$ cat config.mk
export PLATFORM = sky130hd
export DESIGN_NAME = pipe_stage_skid
export DESIGN_NICKNAME = d
export VERILOG_FILES = /design/src/rtl/pipe_pkg.sv /design/src/rtl/pipe_entry.sv /design/src/rtl/pipe_stage_skid.sv
export SDC_FILE = /design/constraint.sdc
export NUM_CORES = 1
export LEC_CHECK = 0
export ABC_AREA = 0
export BUFFER_PORTS_ARGS = -buffer_cell sky130_fd_sc_hd__buf_2
export CORE_MARGIN = 5
export CORE_UTILIZATION = 30
export CTS_CLUSTER_SIZE = 16
export DETAILED_ROUTE_END_ITERATION = 10
export SLEW_MARGIN = 5
export SYNTH_ARGS = -nofsm -noshare
export SYNTH_HDL_FRONTEND = slang
export SYNTH_SLANG_ARGS = --single-unit
$ cat constraint.sdc
create_clock -name clk -period 10.6 [get_ports clk]
set_input_delay 1.06 -clock clk [delete_from_list [all_inputs] [get_ports clk]]
set_output_delay 1.06 -clock clk [all_outputs]
set_load 0.01 [all_outputs]
$ cat src/rtl/pipe_pkg.sv
`default_nettype none
// ---------------------------------------------------------------
// pipe_pkg : shared PC constants, stage payload widths and offsets
// Rev 1.0
// ---------------------------------------------------------------
package pipe_pkg;

   localparam logic [31:0] RESET_PC_C = 32'h0000_3004;
   localparam logic [31:0] EXC_PC_C   = 32'h0000_4184;
   localparam logic [31:0] CLR_PC_C   = 32'h0000_0000;

   // EX/MA payload; other stages follow the same packed layout style
   typedef struct packed {
      logic [31:0] result;
      logic [31:0] store_data;
      logic [4:0]  rd;
      logic        rd_we;
      logic        mem_rd;
      logic        mem_wr;
      logic [2:0]  mem_size;
   } ex_ma_t;

   localparam int IF_ID_W = 64;
   localparam int ID_EX_W = 128;
   localparam int EX_MA_W = $bits(ex_ma_t);
   localparam int MA_WB_W = 40;

   localparam int EX_MA_MEM_SIZE_LSB = 0;
   localparam int EX_MA_MEM_WR_LSB   = 3;
   localparam int EX_MA_MEM_RD_LSB   = 4;
   localparam int EX_MA_RD_WE_LSB    = 5;
   localparam int EX_MA_RD_LSB       = 6;
   localparam int EX_MA_STORE_LSB    = 11;
   localparam int EX_MA_RESULT_LSB   = 43;

endpackage
`default_nettype wire

$ cat src/rtl/pipe_entry.sv
`default_nettype none
// ---------------------------------------------------------------
// pipe_entry : one {valid, data, pc} register with load/drop/flush
// Rev 1.0
// ---------------------------------------------------------------
module pipe_entry #(
   parameter int              DATA_W   = 128,
   parameter int              PC_W     = 32,
   parameter logic [PC_W-1:0] RESET_PC = '0
) (
   input  logic              clk,
   input  logic              reset,
   input  logic              flush,
   input  logic [PC_W-1:0]   inject_pc,
   input  logic              load,
   input  logic              drop,
   input  logic [DATA_W-1:0] load_data,
   input  logic [PC_W-1:0]   load_pc,
   output logic              valid,
   output logic [DATA_W-1:0] data,
   output logic [PC_W-1:0]   pc
);

   always_ff @(posedge clk or posedge reset) begin
      if (reset) begin
         valid <= 1'b0;
         data  <= '0;
         pc    <= RESET_PC;
      end else if (flush) begin
         valid <= 1'b0;
         data  <= '0;
         pc    <= inject_pc;
      end else if (load) begin
         valid <= 1'b1;
         data  <= load_data;
         pc    <= load_pc;
      end else if (drop) begin
         // payload is kept so the outputs stay stable after a pop
         valid <= 1'b0;
      end
   end

endmodule
`default_nettype wire

$ cat src/rtl/pipe_stage_skid.sv
`default_nettype none
// ---------------------------------------------------------------
// pipe_stage_skid : pipeline stage register with 2-entry skid buffer
// Optional macro PIPE_STAGE_PERF_EN adds stall_cnt / flush_cnt.
// Rev 1.0
// ---------------------------------------------------------------
module pipe_stage_skid
   import pipe_pkg::*;
#(
   parameter int              DATA_W   = 128,
   parameter int              PC_W     = 32,
   parameter logic [PC_W-1:0] RESET_PC = RESET_PC_C,
   parameter logic [PC_W-1:0] EXC_PC   = EXC_PC_C,
   parameter logic [PC_W-1:0] CLR_PC   = CLR_PC_C
) (
   input  logic              clk,
   input  logic              reset,
   input  logic              req,
   input  logic              clr,
   input  logic              in_valid,
   output logic              in_ready,
   input  logic [DATA_W-1:0] in_data,
   input  logic [PC_W-1:0]   in_pc,
   output logic              out_valid,
   input  logic              out_ready,
   output logic [DATA_W-1:0] out_data,
   output logic [PC_W-1:0]   out_pc,
   output logic [1:0]        occ
`ifdef PIPE_STAGE_PERF_EN
   ,
   output logic [31:0]       stall_cnt,
   output logic [15:0]       flush_cnt
`endif
);

   logic              w_mv, w_sv;
   logic [DATA_W-1:0] w_md, w_sd;
   logic [PC_W-1:0]   w_mp, w_sp;

   logic              w_flush, w_acc, w_pop;
   logic              w_main_load, w_main_drop, w_skid_load, w_skid_drop;
   logic [PC_W-1:0]   w_inject_pc;
   logic [DATA_W-1:0] w_main_data;
   logic [PC_W-1:0]   w_main_pc;

   assign w_flush     = req | clr;
   assign w_inject_pc = req ? EXC_PC : CLR_PC;
   assign w_acc       = in_valid & ~w_sv;
   assign w_pop       = w_mv & out_ready;

   // main refills from skid when it holds a beat, otherwise from the input
   assign w_main_load = ~w_flush & ((w_acc & (~w_mv | w_pop)) | (w_sv & w_pop));
   assign w_main_drop = ~w_flush & w_pop & ~w_acc & ~w_sv;
   assign w_skid_load = ~w_flush & w_acc & w_mv & ~w_pop;
   assign w_skid_drop = ~w_flush & w_sv & w_pop;
   assign w_main_data = w_sv ? w_sd : in_data;
   assign w_main_pc   = w_sv ? w_sp : in_pc;

   pipe_entry #(.DATA_W(DATA_W), .PC_W(PC_W), .RESET_PC(RESET_PC)) u_main (
      .clk       (clk),
      .reset     (reset),
      .flush     (w_flush),
      .inject_pc (w_inject_pc),
      .load      (w_main_load),
      .drop      (w_main_drop),
      .load_data (w_main_data),
      .load_pc   (w_main_pc),
      .valid     (w_mv),
      .data      (w_md),
      .pc        (w_mp)
   );

   pipe_entry #(.DATA_W(DATA_W), .PC_W(PC_W), .RESET_PC('0)) u_skid (
      .clk       (clk),
      .reset     (reset),
      .flush     (w_flush),
      .inject_pc ('0),
      .load      (w_skid_load),
      .drop      (w_skid_drop),
      .load_data (in_data),
      .load_pc   (in_pc),
      .valid     (w_sv),
      .data      (w_sd),
      .pc        (w_sp)
   );

   assign in_ready  = ~w_sv;
   assign out_valid = w_mv;
   assign out_data  = w_md;
   assign out_pc    = w_mp;
   assign occ       = {1'b0, w_mv} + {1'b0, w_sv};

`ifdef PIPE_STAGE_PERF_EN
   always_ff @(posedge clk or posedge reset) begin
      if (reset) begin
         stall_cnt <= '0;
         flush_cnt <= '0;
      end else begin
         if (w_mv & ~out_ready) stall_cnt <= stall_cnt + 32'd1;
         if (w_flush)           flush_cnt <= flush_cnt + 16'd1;
      end
   end
`endif

endmodule
`default_nettype wire

-- Word-level counts from Yosys, hierarchy flattened
Cells that the tools add are included.
- add/subtract/negate cells: 1
- multiplexer cells: 17
- reductions and logical operators: 4
- bitwise operators: 21
- operator list (operator ; count):
    $mux W128 ; 5
    $mux W32 ; 5
    $mux W15 ; 1
    $and A1 B1 Y1 ; 13
    $mux W1 ; 6
    $reduce_bool A3 Y1 ; 2
    $not A1 Y1 ; 5
    $reduce_bool A2 Y1 ; 2
    $or A1 B1 Y1 ; 3
    $add A1 B1 Y2 ; 1
- logic and storage cells: 49
- register bits after elaboration: 322
- input port bits: 166
- output and inout port bits: 164

-- Longest topological paths before layout
Gate-level depths: netlist (run 1).
- word-level depth: 8
- gate-level depth with buffers: 6
- mapped depth without buffers: 3

-- By module
A second synthesis (run 1) with hierarchy kept.
- cells, all modules: 1303
- area total of the unflattened synthesis: 15499.9 um^2
- modules (own cells, without submodules) (module ; area each (um^2) ; seq. area each (um^2) ; instances ; cells each):
    pipe_entry at u_main ; 6702.7 ; 4032.6 ; 1 ; 556
    pipe_entry at u_skid ; 6698.9 ; 4028.9 ; 1 ; 556
    pipe_stage_skid ; 2098.3 ; 0.0 ; 1 ; 191

-- Least setup slack after synthesis (run 1)
No wires, ideal clock.
- kind: input port to flip-flop
- start: in req
- end: reg u_skid.data[0]
- required time: 10534 ps
- setup time: 66 ps
- path buffers: 3
- stages: 6
- setup slack: 8355 ps
- arrival: 2179 ps
- path through: nor2_1 o31a_1 clkbuf_1 clkbuf_1 clkbuf_1 a22o_1
- longest elaborated chain between the ends: 6
- elaborated cells on any way between the ends: 7
- classes of those cells: mux (1); bitwise (5); reduce/logical (1)
- RTL lines (what ; line ; RTL):
    from (decl) ; pipe_stage_skid.sv:18 ; input logic req,
    $or A1 B1 Y1 * ; pipe_stage_skid.sv:46 ; assign w_flush = req | clr;
    $not A1 Y1 ; pipe_stage_skid.sv:54 ; assign w_skid_load = ~w_flush & w_acc & w_mv & ~w_pop;
    $and A1 B1 Y1 (3 in series) ; pipe_stage_skid.sv:54 ;
    $reduce_bool A2 Y1 (no line) ; -- ;
    to (signal assigned) ; pipe_entry.sv:35 ; data <= load_data;
    to (decl) ; pipe_entry.sv:20 ; output logic [DATA_W-1:0] data,
Every way passes the cells marked *; elsewhere a longest branch is shown, timed or not.
A chain may end at the register's enable or synchronous reset.

-- Final worst setup path (run 1)
- start: reg u_skid.valid
- end: out occ[0]
- longest elaborated chain between the ends: 1
- RTL lines (what ; line ; RTL):
    from (decl) ; pipe_entry.sv:19 ; output logic valid,
    from (signal assigned) ; pipe_entry.sv:26 ; valid <= 1'b0;
    from (signal assigned) ; pipe_entry.sv:30 ; valid <= 1'b0;
    from (signal assigned) ; pipe_entry.sv:34 ; valid <= 1'b1;
    $add A1 B1 Y2 ; pipe_stage_skid.sv:91 ; assign occ = {1'b0, w_mv} + {1'b0, w_sv};
    to (decl) ; pipe_stage_skid.sv:28 ; output logic [1:0] occ
No other way between the ends.

==> results of run 1 <==
## power by group through the flow
stage	combinational [W]	clock [W]	sequential (W)
after CTS	0.000194	0.00151	0.00127
after global placement	0.000190	0	0.00129
after detailed placement	0.000194	0	0.00129
after floorplan	0.0000886	0	0.00130
after global routing	0.000211	0.00156	0.00127
final	0.000190	0.00146	0.00127
## registers in the layout (all words and copies together) (netlist names)
| signal | cells |
|---|---|
| u_skid.data | 128 |
| u_main.data | 128 |
| u_skid.valid | 1 |
| u_main.pc | 32 |
| u_main.valid | 1 |
| u_skid.pc | 32 |
## cell families after synthesis
family / synth area share (%)
buffers and inverters: 3.21
AND/OR/NAND/NOR: 0.624
multiplexers: 12.1
AO/OA/AOI/OAI: 22.1
adder cells (fa/ha/maj): 0.0959
flip-flops: 61.8
## stage by stage
step	hold WS (ns)	setup slack, ns	total power [W]	cells
6_report	0.480	7.09	0.00292	1829
5_1_grt	0.496	6.96	0.00304	1829
4_1_cts	0.484	7.02	0.00297	1825
3_5_place_dp	0.469	6.84	0.00148	1757
3_3_place_gp	0.466	6.86	0.00148	1757
2_1_floorplan	0.462	0.632	0.00139	918
## worst max-delay path by stage
stage | end | slack (ns) | depth (start not counted)
after global routing | occ[0] | 6.96 | 3
after global placement | u_main.data[40]$_DFFE_PP0P_ | 6.86 | 6
after CTS | occ[0] | 7.02 | 3
after floorplan | u_main.data[0]$_DFFE_PP0P_ | 0.63 | 1
after detailed placement | u_main.data[51]$_DFFE_PP0P_ | 6.84 | 6
final | occ[0] | 7.09 | 3
## metal layers
metal	wire length, µm	vias up
met5	49	-
met4	1230	8
met3	2610	78
met2	16900	288
met1	16400	4832
li1	-	4159
## cell usage after synthesis
cell / number
nor4_4: 1
buf_4: 1
buf_1: 12
a21oi_1: 6
or2_1: 1
a2111oi_0: 4
o21ai_0: 1
dfrtp_1: 319
nand2_1: 2
nor2_1: 1
inv_1: 4
clkbuf_1: 19
nand2b_1: 1
nand3_1: 1
mux2_2: 1
o2bb2ai_1: 156
ha_1: 1
a22o_1: 160
a221oi_1: 1
mux2i_1: 157
nor2b_1: 5
dfstp_2: 3
o31a_1: 1
buf_2: 56
o31ai_1: 4
## cell type report
| cell class | instances | area [µm²] | area share (%) |
|---|---|---|---|
| flip-flops and latches | 322 | 8070 | 48.6 |
| multi-input cells | 504 | 4590 | 27.7 |
| repair buffers | 342 | 1760 | 10.6 |
| clock buffers | 53 | 1100 | 6.62 |
| well taps | 585 | 732 | 4.41 |
| clock inverters | 15 | 313 | 1.89 |
| inverters | 4 | 22.5 | 0.136 |
| diodes | 4 | 10.0 | 0.0604 |
## worst reg2reg max path, stage by stage, from the launching register on
cell and delay (ns):
dfrtp_4 0.55, mux2_2 0.45, a21oi_4 0.16, buf_4 0.71
buf_4 0.89, o2bb2ai_1 0.35
==> out/results.ini, run 1 <==
[synthesis]
syn_inst = 918
yosys_warnings = 0
synth-seq-cells = 322
yosysTopAreaCell = dfrtp_1
yosysUniqueCellTypes = 25
ys_top_cells_by_area = dfrtp_1 (61%), mux2i_1 (12%), a22o_1 (11%)
netlist.area_leader.share_pct = 61.2
syn_area_per_cell_um2 = 14.2
synth_fp_nets = 1085
ys_seq_area_share_pct = 61.8
syn_area_um2 = 13000

[detailed_routing]
ant_nets = 0
drtIter0Drc = 598
route.detailed.drc = 0
wl_per_cell_um = 20.3
firstDrtPassIters = 5
routed_wl_um = 37200
num_vias = 9365
viasPerCell = 5.12

[setup_path]
worstSetupEndpointType = output port
rr_endpoint = u_main.data[43]$_DFFE_PP0P_
rr_worst_depth = 5
crit_start = u_skid.valid$_DFFE_PP0P_
rrSetupSlack_ns = 7.40
slowest_stage = buf_4
crit_path_start_kind = register
path_cells = buf_4, ha_1, buf_2
cp_slowest_stage_delay_ns = 0.81
cp.arrival_ns = 2.45
r2r_start = u_skid.valid$_DFFE_PP0P_
path_buf_inv = 2
worst-setup-path-type = register to output port
required_ns = 9.54
critical-path-top-delay-family = buffers and inverters
path_max_fanout = 60

[power_and_ir_drop]
vdd_drop_max_v = 0.0000957
p_leak_nw = 7.81
clock_power_share_pct = 50.1
swShare_pct = 22.5
power_switching_w = 0.000656
p_int_w = 0.00227
pwr-share-seq_pct = 43.4
pwr_density_cell_nw_per_um2 = 176
power_frac_comb_pct = 6.5

[clock_tree]
postCtsHoldBufs = 0
clk-insertion-delay-late_ns = 0.53
cts_root_buf = clkbuf_16
cts.repair.resized = 0
cts_max_level = 2
cts_max_path_buffers = 3
clock-sinks = 322
cts_tree = done
clkTransAtPathRegs_ns = 0.06
cts_buffers = 37
postCtsSetupBuffers = 0

[timing]
rsz0062_at_grt = false
fin_crit_sh_pct = 33.1
fin_worst_skew_ns = 0.00856
fin_crit_ns = 3.51
slew_violations = 0
hold_viol_final = 0
max_freq_mhz = 285
tightest_slew_ns = 1.12
setup_viol = 0
maxSlewHeadroom_pct = 25.2
fin_tns_setup_ns = 0

[placement]
dp.final_hpwl_um = 22400
finalWeightedCongestion = 0.800
place_area_um2 = 15200
io_buffers = 329

[layout]
drive_above_1_share_pct = 33.3
final_util_pct = 38.5
final_cell_mix = buf_2 (329), dfrtp_1 (318), a22o_1 (160), mux2i_1 (157), o2bb2ai_1 (156)
stdcell_area_um2 = 16600
syn_to_final_growth_pct = 27.2
layout.nets = 1378
final.fill_count = 4127
final_common_cell = buf_2

[global_routing]
met2_usage_pct = 22.6
grtUsageTotal_pct = 15.2
use_met3_pct = 4.11
grt-ovfl-total = 0
grt_max_degree = 158
top_usage_layer = met2
grt_pass1_wl_um = 58200
antenna_found_initial = 9
grt.met1_usage_pct = 21.0
first_global_vias = 9800

[floorplan]
core-area_um2 = 43100
die_x_um = 219
io_pins = 330
dieHeight_um = 219
row_count = 76
initial_core_util_pct = 30.3
die_area_um2 = 47700

[worst_hold_path]
hold_start = u_main.data[55]$_DFFE_PP0P_
min_to = u_main.data[55]$_DFFE_PP0P_
min_path_type = register to register
hold_depth = 1

[run_status]
status = complete, no violations

[job]
drv_cap = 0

No activity file was read; power rests on OpenSTA's default activity.
==> run 2, diff against run 1 <==
Settings changed: ABC_AREA 0 to 1.
Clock period 10.6 ns to 3.25 ns, I/O delays scaled along.
==> run 2 against run 1 <==
Against the previous run: area after synthesis increased by 19%; via count is 67% higher; design area rose by 19%; highest routed layer is now met4; global-route usage is 4.2 points higher.
==> out/results.ini, run 2 <==
[clock_tree]
cts_buffers = 40
clk-insertion-delay-late_ns = 0.56
clkTransAtPathRegs_ns = 0.06
postCtsSetupBuffers = 0
cts_max_path_buffers = 3
cts_max_level = 2
postCtsHoldBufs = 81
cts_root_buf = clkbuf_16
cts_tree = done
cts.repair.resized = 0
clock-sinks = 322

[detailed_routing]
wl_per_cell_um = 18.8
drtIter0Drc = 1449
highest_layer = met4
route.detailed.drc = 0
wl_met1_um = 24200
ant_nets = 0
dr_wl_met2_um = 26400
routed_wl_um = 56200
firstDrtPassIters = 6
wl_met3_um = 4410
viasPerCell = 5.22
num_vias = 15600

[synthesis]
yosys_warnings = 0
ys_top_cells_by_area = dfrtp_1 (52%), nand2_1 (20%), nand3_1 (11%)
synth.most_common_cell = nand2_1
syn_inst = 1989
yosysTopAreaCell = dfrtp_1
netlist.area_leader.share_pct = 51.5
syn_area_um2 = 15500
syn_area_per_cell_um2 = 7.79
yosysUniqueCellTypes = 18
ys_seq_area_share_pct = 52.1
synth-main-ff-cell = dfrtp_1
synth_fp_nets = 2156
synth_edf_count = 0
ys_async_sr_fraction_pct = 100
synthTopCellsByCount = nand2_1 (810), nand3_1 (327), dfrtp_1 (319)
synth-seq-cells = 322

[timing]
fin_crit_sh_pct = 88.6
maxSlewHeadroom_pct = 17.4
rsz0062_at_grt = false
slew_violations = 0
fin_crit_ns = 2.88
tightest_slew_ns = 1.24
hold_viol_final = 0
fin_worst_skew_ns = 0.0293
fin_tns_setup_ns = 0
max_freq_mhz = 347
setup_viol = 0

[setup_path]
cp.arrival_ns = 3.35
path_max_fanout = 90
r2r_start = u_skid.valid$_DFFE_PP0P_
rr_worst_depth = 6
path_cells = buf_4, buf_4, nand2_1, a21oi_1, nand2_1, nand2_1
crit_path_start_kind = register
worstSetupEndpointType = register
rr_endpoint = u_main.data[83]$_DFFE_PP0P_
required_ns = 3.72
worst-setup-path-type = register to register
path_common_cell = nand2_1
slowest_stage = buf_4
cp_slowest_stage_delay_ns = 0.94
rrSetupSlack_ns = 0.37

[worst_hold_path]
min_to = u_skid.data[98]$_DFFE_PP0P_
hold_depth = 3
min_path_type = input port to register
hold_start = in_data[98]

[placement]
finalWeightedCongestion = 0.796
dp.final_hpwl_um = 31300
io_buffers = 329

[floorplan]
io_pins = 330
dieHeight_um = 237
die_area_um2 = 56300
initial_core_util_pct = 30.3
core-area_um2 = 51200
die_x_um = 237
row_count = 83

[layout]
final_common_cell = nand2_1
final_cell_mix = nand2_1 (810), buf_2 (329), nand3_1 (326), dfrtp_1 (318), nand4_1 (160)
top_regs = u_main.data: 128 flops, u_skid.data: 128 flops
drive_above_1_share_pct = 18.8
syn_to_final_growth_pct = 27.7
layout.nets = 2444

[global_routing]
first_global_vias = 15100
grt_max_degree = 163
grt-ovfl-total = 0
grt_pass1_wl_um = 89200
antenna_found_initial = 1
grtUsageTotal_pct = 19.3

[power_and_ir_drop]
vdd_drop_max_v = 0.000304
finalPower_w = 0.00995
p_leak_nw = 10.7
pwr_density_cell_nw_per_um2 = 503

[run_status]
status = complete, no violations

[job]
drv_cap = 0

run 2: per-stage QoR:
step / cell area (µm²) / util, % / hold slack (ns) / worst slack [ns] / std cells
global route: 19800 / 38.6 / 0.0170 / 0.217 / 2988
detailed placement: 17600 / 34.3 / 0.413 / 0.480 / 2834
CTS: 19800 / 38.6 / 0.000457 / 0.310 / 2987
floorplan: 15500 / - / 0.469 / -1.37 / 1989
finish: 19800 / 38.6 / 0.0401 / 0.372 / 2989
global placement: 17600 / 34.3 / 0.421 / 0.477 / 2834
run 2: cell families after synthesis:
family,synth area share [%]
buffers and inverters,5.80
adders and majority gates,0.0808
DFF,52.1
and+or+nand+nor,37.0
AOI/OAI and AO/OA,5.09
run 2: worst max-delay path by stage:
stage / end / cells past startpoint / start
floorplan: u_main.data[0]$_DFFE_PP0P_ / 1 / reset
CTS: in_ready / 4 / u_skid.valid$_DFFE_PP0P_
detailed placement: u_main.data[64]$_DFFE_PP0P_ / 6 / u_skid.valid$_DFFE_PP0P_
global route: in_ready / 4 / u_skid.valid$_DFFE_PP0P_
global placement: u_main.data[77]$_DFFE_PP0P_ / 6 / u_skid.valid$_DFFE_PP0P_
finish: u_main.data[83]$_DFFE_PP0P_ / 6 / u_skid.valid$_DFFE_PP0P_
run 2: layout make-up:
class / count / area (µm²)
clock buffer: 60 / 1220
sequential: 322 / 8070
clock inverter: 12 / 178
inverter: 15 / 70.1
timing repair buffer: 436 / 2800
tap: 680 / 851
fill: 5275 / 31400
multi-input combinational: 1462 / 6580
antenna: 2 / 5.00
run 2: power breakdown:
group | switching (W) | total, W | leakage (nW) | internal (W)
logic | 0.000667 | 0.00101 | 5.65 | 0.000344
clock network | 0.00183 | 0.00474 | 0.686 | 0.00291
registers | 0.0000774 | 0.00420 | 4.40 | 0.00413
run 2: routing by layer:
layer  vias to the layer above  track usage (%)
met5                         -                0
met3                        72             3.85
li1                       7220                -
met2                       652             30.6
met4                         0             5.37
met1                      7653             27.2
run 2: critical path, delay by kind of cell (launching register included):
family | cells | cell delay, ns
AO/OA/AOI/OAI | 1 | 0.20
buffers and inverters | 2 | 1.64
flip-flops | 1 | 0.43
AND/OR/NAND/NOR | 3 | 0.28
